--- src/rtl/rom_map_pkg.sv ---
// rtl/rom_map_pkg.sv - external ROM address map, strobe indices and loader states
package rom_map_pkg;

    // Each window matches when (addr & mask) == base; windows are disjoint.
    localparam logic [16:0] BG_BASE      = 17'h0A000;
    localparam logic [16:0] BG_MASK      = 17'h1F000;
    localparam logic [16:0] CPU2_BASE    = 17'h08000;
    localparam logic [16:0] CPU2_MASK    = 17'h1E000;
    localparam logic [16:0] PALROM1_BASE = 17'h0B400;
    localparam logic [16:0] PALROM1_MASK = 17'h1FF00;
    localparam logic [16:0] PALROM3_BASE = 17'h0B000;
    localparam logic [16:0] PALROM3_MASK = 17'h1FC00;
    localparam logic [16:0] CLUT_BASE    = 17'h0B600;
    localparam logic [16:0] CLUT_MASK    = 17'h1FFE0;
    localparam logic [16:0] WAVROM_BASE  = 17'h0B500;
    localparam logic [16:0] WAVROM_MASK  = 17'h1FF00;
    localparam logic [16:0] SPR1_BASE    = 17'h10000;
    localparam logic [16:0] SPR1_MASK    = 17'h1C000;
    localparam logic [16:0] SPR2_BASE    = 17'h14000;
    localparam logic [16:0] SPR2_MASK    = 17'h1C000;

    localparam int DL_WE_BG      = 0;
    localparam int DL_WE_CPU2    = 1;
    localparam int DL_WE_PALROM1 = 2;
    localparam int DL_WE_PALROM3 = 3;
    localparam int DL_WE_CLUT    = 4;
    localparam int DL_WE_WAVROM  = 5;
    localparam int DL_WE_SPR1    = 6;
    localparam int DL_WE_SPR2    = 7;

    localparam logic [2:0] ST_IDLE = 3'd0;
    localparam logic [2:0] ST_ADDR = 3'd1;
    localparam logic [2:0] ST_WAIT = 3'd2;
    localparam logic [2:0] ST_CAPT = 3'd3;
    localparam logic [2:0] ST_DONE = 3'd4;

    function automatic logic in_window(input logic [16:0] addr,
                                       input logic [16:0] base,
                                       input logic [16:0] mask);
        return (addr & mask) == base;
    endfunction

endpackage

--- src/rtl/rom_region_decode.sv ---
// rtl/rom_region_decode.sv - one-hot on-chip ROM strobe decode of a 17-bit address
module rom_region_decode
    import rom_map_pkg::*;
(
    input  logic [16:0] addr,
    output logic [7:0]  we
);

    always_comb begin
        we                = '0;
        we[DL_WE_BG]      = in_window(addr, BG_BASE, BG_MASK);
        we[DL_WE_CPU2]    = in_window(addr, CPU2_BASE, CPU2_MASK);
        we[DL_WE_PALROM1] = in_window(addr, PALROM1_BASE, PALROM1_MASK);
        we[DL_WE_PALROM3] = in_window(addr, PALROM3_BASE, PALROM3_MASK);
        we[DL_WE_CLUT]    = in_window(addr, CLUT_BASE, CLUT_MASK);
        we[DL_WE_WAVROM]  = in_window(addr, WAVROM_BASE, WAVROM_MASK);
        we[DL_WE_SPR1]    = in_window(addr, SPR1_BASE, SPR1_MASK);
        we[DL_WE_SPR2]    = in_window(addr, SPR2_BASE, SPR2_MASK);
    end

endmodule

--- src/rtl/rom_loader.sv ---
// rtl/rom_loader.sv - boot-time external ROM sweep into on-chip ROM images
module rom_loader
    import rom_map_pkg::*;
#(
    parameter logic [3:0]  ROM_WAIT    = 4'd2,
    parameter logic [16:0] LAST_ADDR   = 17'h1FFFF,
    parameter logic [7:0]  RELEASE_DLY = 8'd16
) (
    input  logic        clk_6144,
    input  logic        rst,
    input  logic [7:0]  rom_d,
    input  logic [14:0] rom_ra,
    output logic [18:0] rom_a,
    output logic [16:0] dl_addr,
    output logic [7:0]  dl_data,
    output logic [7:0]  dl_we,
    output logic        romtrans_done,
    output logic        n_main_reset,
    output logic        n_sub_reset,
    output logic [15:0] checksum
);

    logic [2:0]  state;
    logic [16:0] cnt;
    logic [3:0]  wait_cnt;
    logic [7:0]  rel_cnt;
    logic [18:0] load_a;
    logic [7:0]  region_we;

    rom_region_decode u_decode (
        .addr (cnt),
        .we   (region_we)
    );

    always_ff @(posedge clk_6144) begin
        if (rst) begin
            state         <= ST_IDLE;
            cnt           <= '0;
            wait_cnt      <= '0;
            rel_cnt       <= '0;
            load_a        <= '0;
            dl_addr       <= '0;
            dl_data       <= '0;
            dl_we         <= '0;
            romtrans_done <= 1'b0;
            n_main_reset  <= 1'b0;
            n_sub_reset   <= 1'b0;
            checksum      <= '0;
        end else begin
            dl_we <= '0;
            case (state)
                ST_IDLE: state <= ST_ADDR;
                ST_ADDR: begin
                    load_a   <= {2'b00, cnt};
                    wait_cnt <= ROM_WAIT;
                    state    <= (ROM_WAIT == 4'd0) ? ST_CAPT : ST_WAIT;
                end
                // WAIT lasts exactly ROM_WAIT cycles, giving ROM_WAIT+2 cycles per byte
                ST_WAIT: begin
                    wait_cnt <= wait_cnt - 4'd1;
                    if (wait_cnt <= 4'd1)
                        state <= ST_CAPT;
                end
                ST_CAPT: begin
                    dl_data  <= rom_d;
                    dl_addr  <= cnt;
                    dl_we    <= region_we;
                    checksum <= checksum + {8'h00, rom_d};
                    if (cnt == LAST_ADDR) begin
                        state         <= ST_DONE;
                        romtrans_done <= 1'b1;
                    end else begin
                        cnt   <= cnt + 17'd1;
                        state <= ST_ADDR;
                    end
                end
                ST_DONE: begin
                    if (!n_main_reset) begin
                        rel_cnt <= rel_cnt + 8'd1;
                        if (rel_cnt == RELEASE_DLY - 8'd1) begin
                            n_main_reset <= 1'b1;
                            n_sub_reset  <= 1'b1;
                        end
                    end
                end
                default: state <= ST_IDLE;
            endcase
        end
    end

    // The main CPU owns the bus combinationally from the cycle done rises.
    assign rom_a = romtrans_done ? {4'b0000, rom_ra} : load_a;

endmodule

--- config.mk ---
export PLATFORM = sky130hd
export DESIGN_NAME = rom_loader
export DESIGN_NICKNAME = d
export VERILOG_FILES = /design/src/rtl/rom_map_pkg.sv /design/src/rtl/rom_region_decode.sv /design/src/rtl/rom_loader.sv
export SDC_FILE = /design/constraint.sdc
export NUM_CORES = 1
export LEC_CHECK = 0
export CORE_ASPECT_RATIO = 0.9
export CORE_UTILIZATION = 50
export CTS_CLUSTER_DIAMETER = 80
export DETAILED_ROUTE_END_ITERATION = 6
export PLACE_DENSITY = 0.78
export SYNTH_ARGS = -nofsm -noshare
export SYNTH_HDL_FRONTEND = slang
export SYNTH_SLANG_ARGS = --single-unit
--- constraint.sdc ---
create_clock -name clk_6144 -period 6.5 [get_ports clk_6144]
set_input_delay 0.65 -clock clk_6144 [delete_from_list [all_inputs] [get_ports clk_6144]]
set_output_delay 0.65 -clock clk_6144 [all_outputs]
set_load 0.01 [all_outputs]
# Word level (Yosys, flattened, before mapping)

Cells that the tools add are included.

Output and inout bits: 71
Input bits: 25
Register bits after elaboration: 101

Equality and inequality tests: 15
Magnitude comparators: 1
Muxes and demuxes: 7
Add/subtract/negate cells: 4
Reduce and logical (&&, ||, !) cells: 8
Bitwise gates (word level): 4

Operators with widths:

| operator              | count |
|---|---|
| $eq 9x8->1 const B    | 2 |
| $add 17x1->17 const B | 1 |
| $eq 17x17->1 const B  | 1 |
| $mux 17               | 1 |
| $add 16x8->16         | 1 |
| $pmux 3 s5            | 1 |
| $eq 12x11->1 const B  | 1 |
| $eq 3x3->1 const B    | 3 |
| $add 8x1->8 const B   | 1 |
| $eq 8x4->1 const B    | 1 |
| $pmux 4 s2            | 1 |
| $reduce_and 2->1      | 4 |
| $eq 7x6->1 const B    | 1 |
| $eq 3x2->1 const B    | 2 |
| $mux 3                | 2 |
| $eq 5x4->1 const B    | 1 |
| $eq 4x3->1 const B    | 1 |
| $le 4x1->1 const B    | 1 |
| $not 1->1             | 4 |
| $sub 4x1->4 const B   | 1 |
| $eq 3x1->1 const B    | 1 |
| $logic_not 3->1       | 1 |
| $reduce_and 3->1      | 1 |
| $mux 1                | 2 |
| 3 further kinds       | 3 |

# Logic depth before layout (Yosys ltp)

Word-level depth: 3
Depth in mapped cells: 10

# By module

A second synthesis with hierarchy kept.

Cell total of the unflattened synthesis: 543
Area, all modules: 4633.2 um2

Modules (own cells, without submodules):

| module            | times used | seq. area each (um2) | cells each | area each (um2) |
|---|---|---|---|---|
| rom_loader        | 1          | 2021.9               | 531        | 4521.8 |
| rom_region_decode | 1          | 0.0                  | 12         | 111.4 |

# Worst setup path before layout

Ideal clock, no wire load.

Path kind: register to register
Start point: register cnt[8]
End point: register cnt[13]
Path slack: 4.158 ns
Path buffers: 2
Data required time: 6.430 ns
Arrival: 2.272 ns
Cell stages (with the launch flop): 11
Setup time: 0.070 ns
Cells stage by stage: dfxtp_1 buf_4 and3_2 nand4_1 nor3_1 ha_1 and4bb_2 buf_4 nand4_4 or4_1 a21oi_1

Word-level cells in the longest chain between the ends: 3
Elaborated cells between the ends (all ways): 4
Classes of those cells: 1 x add/sub; 1 x eq/ne; 1 x bitwise; 1 x reduce/logical

Ends and longest elaborated chain:

| item                                                                  | RTL line         | RTL |
|---|---|---|
| start, declared                                                       | rom_loader.sv:24 | `logic [16:0] cnt;` |
| start signal, assigned                                                | rom_loader.sv:73 | `cnt <= cnt + 17'd1;` |
| parallel branches: the longest is 3 deep, another holds $add 17x1->17 | n/a              |  |

Several ways; the timed one is not identified.
A chain may end at the register's enable or synchronous reset.

# Final worst setup path

Start point: register romtrans_done
End point: output rom_a[6]

Word-level cells in the longest chain between the ends: 1

Ends and longest elaborated chain:

| item                   | RTL line         | RTL |
|---|---|---|
| start, declared        | rom_loader.sv:17 | `output logic romtrans_done,` |
| start signal, assigned | rom_loader.sv:45 | `romtrans_done <= 1'b0;` |
| start signal, assigned | rom_loader.sv:71 | `romtrans_done <= 1'b1;` |
| $mux 17                | rom_loader.sv:92 | `assign rom_a = romtrans_done ? {4'b0000, rom_ra} : load_a;` |
| end, declared          | rom_loader.sv:13 | `output logic [18:0] rom_a,` |

No other way between the ends.

==> run summary <==
outcome -> completed
slowest stage delay, CP -> 850 ps
Internal Dissipation -> 857 µW
crit-path leading delay family -> flip-flops
proportion of synthesized chip area in sequential cells -> 0.439
starting DRC count in detailed routing -> 215
pre-CTS setup slack -> 3630 ps
critical path launch point type -> flop
final setup margin -> 3750 ps
slowest library cell on the worst path -> dfxtp_1
die area -> 9600 µm²
final design area excluding fillers -> 5720 µm²
leakage power of the design -> 2.05 nW
count of standard-cell rows -> 32
buffers inserted during post-CTS setup optimization -> 0
final worst-path cycle share -> 0.423
effective utilization at floorplan -> 0.526
crit path time final -> 2750 ps
final total negative setup slack -> 0 ps
final core area utilization -> 0.652
critical path class -> reg -> out
number of different library cells in the post-synthesis netlist -> 57
routed vias -> 4044
placed wire-length estimate after detailed placement -> 7.28 mm
number of placed instances, taps included -> 721
IR drop worst, VDD -> 0.000173 V
ordered list of cells on the worst path -> mux2_2, clkdlybuf4s50_1
layout cells sized above 1 -> 0.0809
final std cells w/o fill -> 737
skew final -> 12.7 ps
number of nets at the end of the flow -> 652
total global routing overflow -> 0
total routing resource utilization after global routing -> 0.225
clock share of power -> 0.309
vias in the first global route -> 3768
placed inst area -> 5530 µm²
net switching component of the power -> 355 µW
class of the most critical hold timing path -> reg -> reg
Num CTS Buffers -> 9
max cap viols -> 0
antenna viol nets, final -> 0
Port Buffer Count -> 93
cells after synthesis -> 542
initial antenna violation count -> 0
TritonCTS clock tree -> done
CTS root buf -> clkbuf_8
CORE AREA -> 8770 µm²
cell taking the most area after synthesis -> dfxtp_1
number of iterations in the first detailed-routing pass -> 4
mapped cell area -> 4610 µm²
RSZ-0062 raised after global routing -> false
endpoints failing hold -> 0
Max-slew headroom -> 0.218
Tightest Pin Transition -> 1170 ps
final RePlAce weighted congestion -> 0.841
beginning of the critical path -> romtrans_done$_SDFFE_PP0P_
fraction of power consumed by combinational cells -> 0.145
die span in y -> 93.1 µm
total power -> 1.21 mW
top post-synthesis cells by area -> dfxtp_1 44%, nand2_1 9.1%, a21oi_1 7.3%, mux2_2 5.6%, ha_1 3.5%
IO Pins -> 96
sequential share of power -> 0.546
Reg2Reg Launch Point -> cnt[8]$_SDFFE_PP0P_
Data required, critical path -> 5850 ps
aggregate routed wire length -> 10.5 mm
post-cts resize count -> 0
power per unit of standard cell area -> 212 nW/µm²
number of antenna cells inserted -> 0
most repeated cell in the gate-level netlist after synthesis -> nand2_1
Wirelength per Cell -> 14.2 µm
number of buffer and inverter instances along the worst setup path -> 1
Hold Crit Start -> load_a[6]$_SDFFE_PP0P_
Area Overhead vs Synth -> 24.1%
async set-reset flop share out of synthesis -> 0
top cells by instance count after synthesis -> 112 x nand2_1, 101 x dfxtp_1, 67 x a21oi_1
Yosys Warn Count -> 0
Setup-failing EPs final -> 0
peak clock frequency supported by timing -> 364 MHz
smallest hold slack -> 458 ps
horizontal extent of the die -> 103 µm
DRC violations left -> 0
arrival time at the worst endpoint -> 2100 ps
global-route wire length before repair -> 17.3 mm
primary flip-flop cell chosen by synthesis mapping -> dfxtp_1
mean instance size in the synthesized netlist -> 8.50 µm²
clk_lat worst skew -> 360 ps
Clock H-tree levels -> 3
total clock sinks -> 101
hold bufs inserted after CTS -> 0
Worst Setup End Kind -> output port
top-area cell type share of the netlist area -> 0.439
clock edge transition at the registers on the reported setup and hold paths -> 100 ps
largest fanout on the critical path -> 19
vias per cell -> 5.49
pin count of the biggest net entering global routing -> 98
register bit total from synthesis -> 101
number of enable-type register cells in the synthesized netlist -> 0
count of pins over their slew limit -> 0
deepest clock path buffer count -> 2
switching share of total power -> 0.293
-- state kept, by name (all words and copies together) (netlist names) --
signal and cells:
n_main_reset 1, dl_addr 17, rel_cnt 8, checksum 16
dl_we 8, state 3, wait_cnt 4, load_a 17
cnt 17, romtrans_done 1, dl_data 8, n_sub_reset 1
-- kinds of logic after synthesis --
family                   Yosys count  share of synthesized area
AO/OA/AOI/OAI                    105                      0.132
XOR/XNOR                          23                     0.0437
adder cells (fa/ha/maj)           14                     0.0396
buffers and inverters             42                     0.0415
flip-flops                       101                      0.439
multiplexers                      25                     0.0605
other                              1                   0.000814
AND/OR/NAND/NOR                  231                      0.243
-- tightest hold or removal path: cells and delay by family, from the launching register on --
family	cells	cell delay, ps
DFF	1	320
and+or+nand+nor	1	50
AOI/OAI and AO/OA	1	50
-- power groups by stage --
stage | Sequential [mW] | Combinational (mW) | Clock [mW]
5_1_grt | 0.665 | 0.196 | 0.407
6_report | 0.662 | 0.176 | 0.374
3_3_place_gp | 0.674 | 0.168 | 0
3_5_place_dp | 0.675 | 0.175 | 0
2_1_floorplan | 0.663 | 0.133 | 0
4_1_cts | 0.661 | 0.176 | 0.382
-- final timing paths --
check | slack (ps) | end | cells after the start
setup / recovery | 3750 | rom_a[6] | 2
hold / removal | 460 | load_a[6]$_SDFFE_PP0P_ | 2
setup reg to reg | 3760 | cnt[14]$_SDFFE_PP0P_ | 8
hold reg to reg | 460 | load_a[6]$_SDFFE_PP0P_ | 2
-- cells in the final DEF (no fill, tap or decap), drive strengths merged, types with 3 or more instances in the layout --
master and instances:
nor4b 4, clkdlybuf4s50 92, xnor2 8, nor2 43, nand3b 4, or4 4
o21ai 6, nor4 4, nand3 9, nand4 11, and2 3, nand2 113
buf 3, xor2 15, o22ai 5, or3 5, a211oi 5, a21o 5
nor3 6, and3 7, inv 9, mux2 23, nor2b 9, clkbuf 10
ha 13, dfxtp 101, a21oi 67
-- per-layer routing --
| layer | wire (µm) | global-route usage | share of wire |
|---|---|---|---|
| met1 | 4700 | 0.293 | 0.45 |
| met2 | 5140 | 0.381 | 0.49 |
| met3 | 539 | 0.0516 | 0.051 |
| met4 | 91 | 0.0458 | 0.0087 |
| met5 | 0 | 0 | 0 |
-- area by class of cell --
class / count / area, µm²
inverters: 6 / 22.5
fillers: 730 / 3050
flip-flops and latches: 101 / 2020
multi-input cells: 400 / 2400
well taps: 119 / 149
repair buffers: 95 / 941
clock buffers: 10 / 128
clock inverters: 6 / 56.3
(Power assumes the default switching activity.)
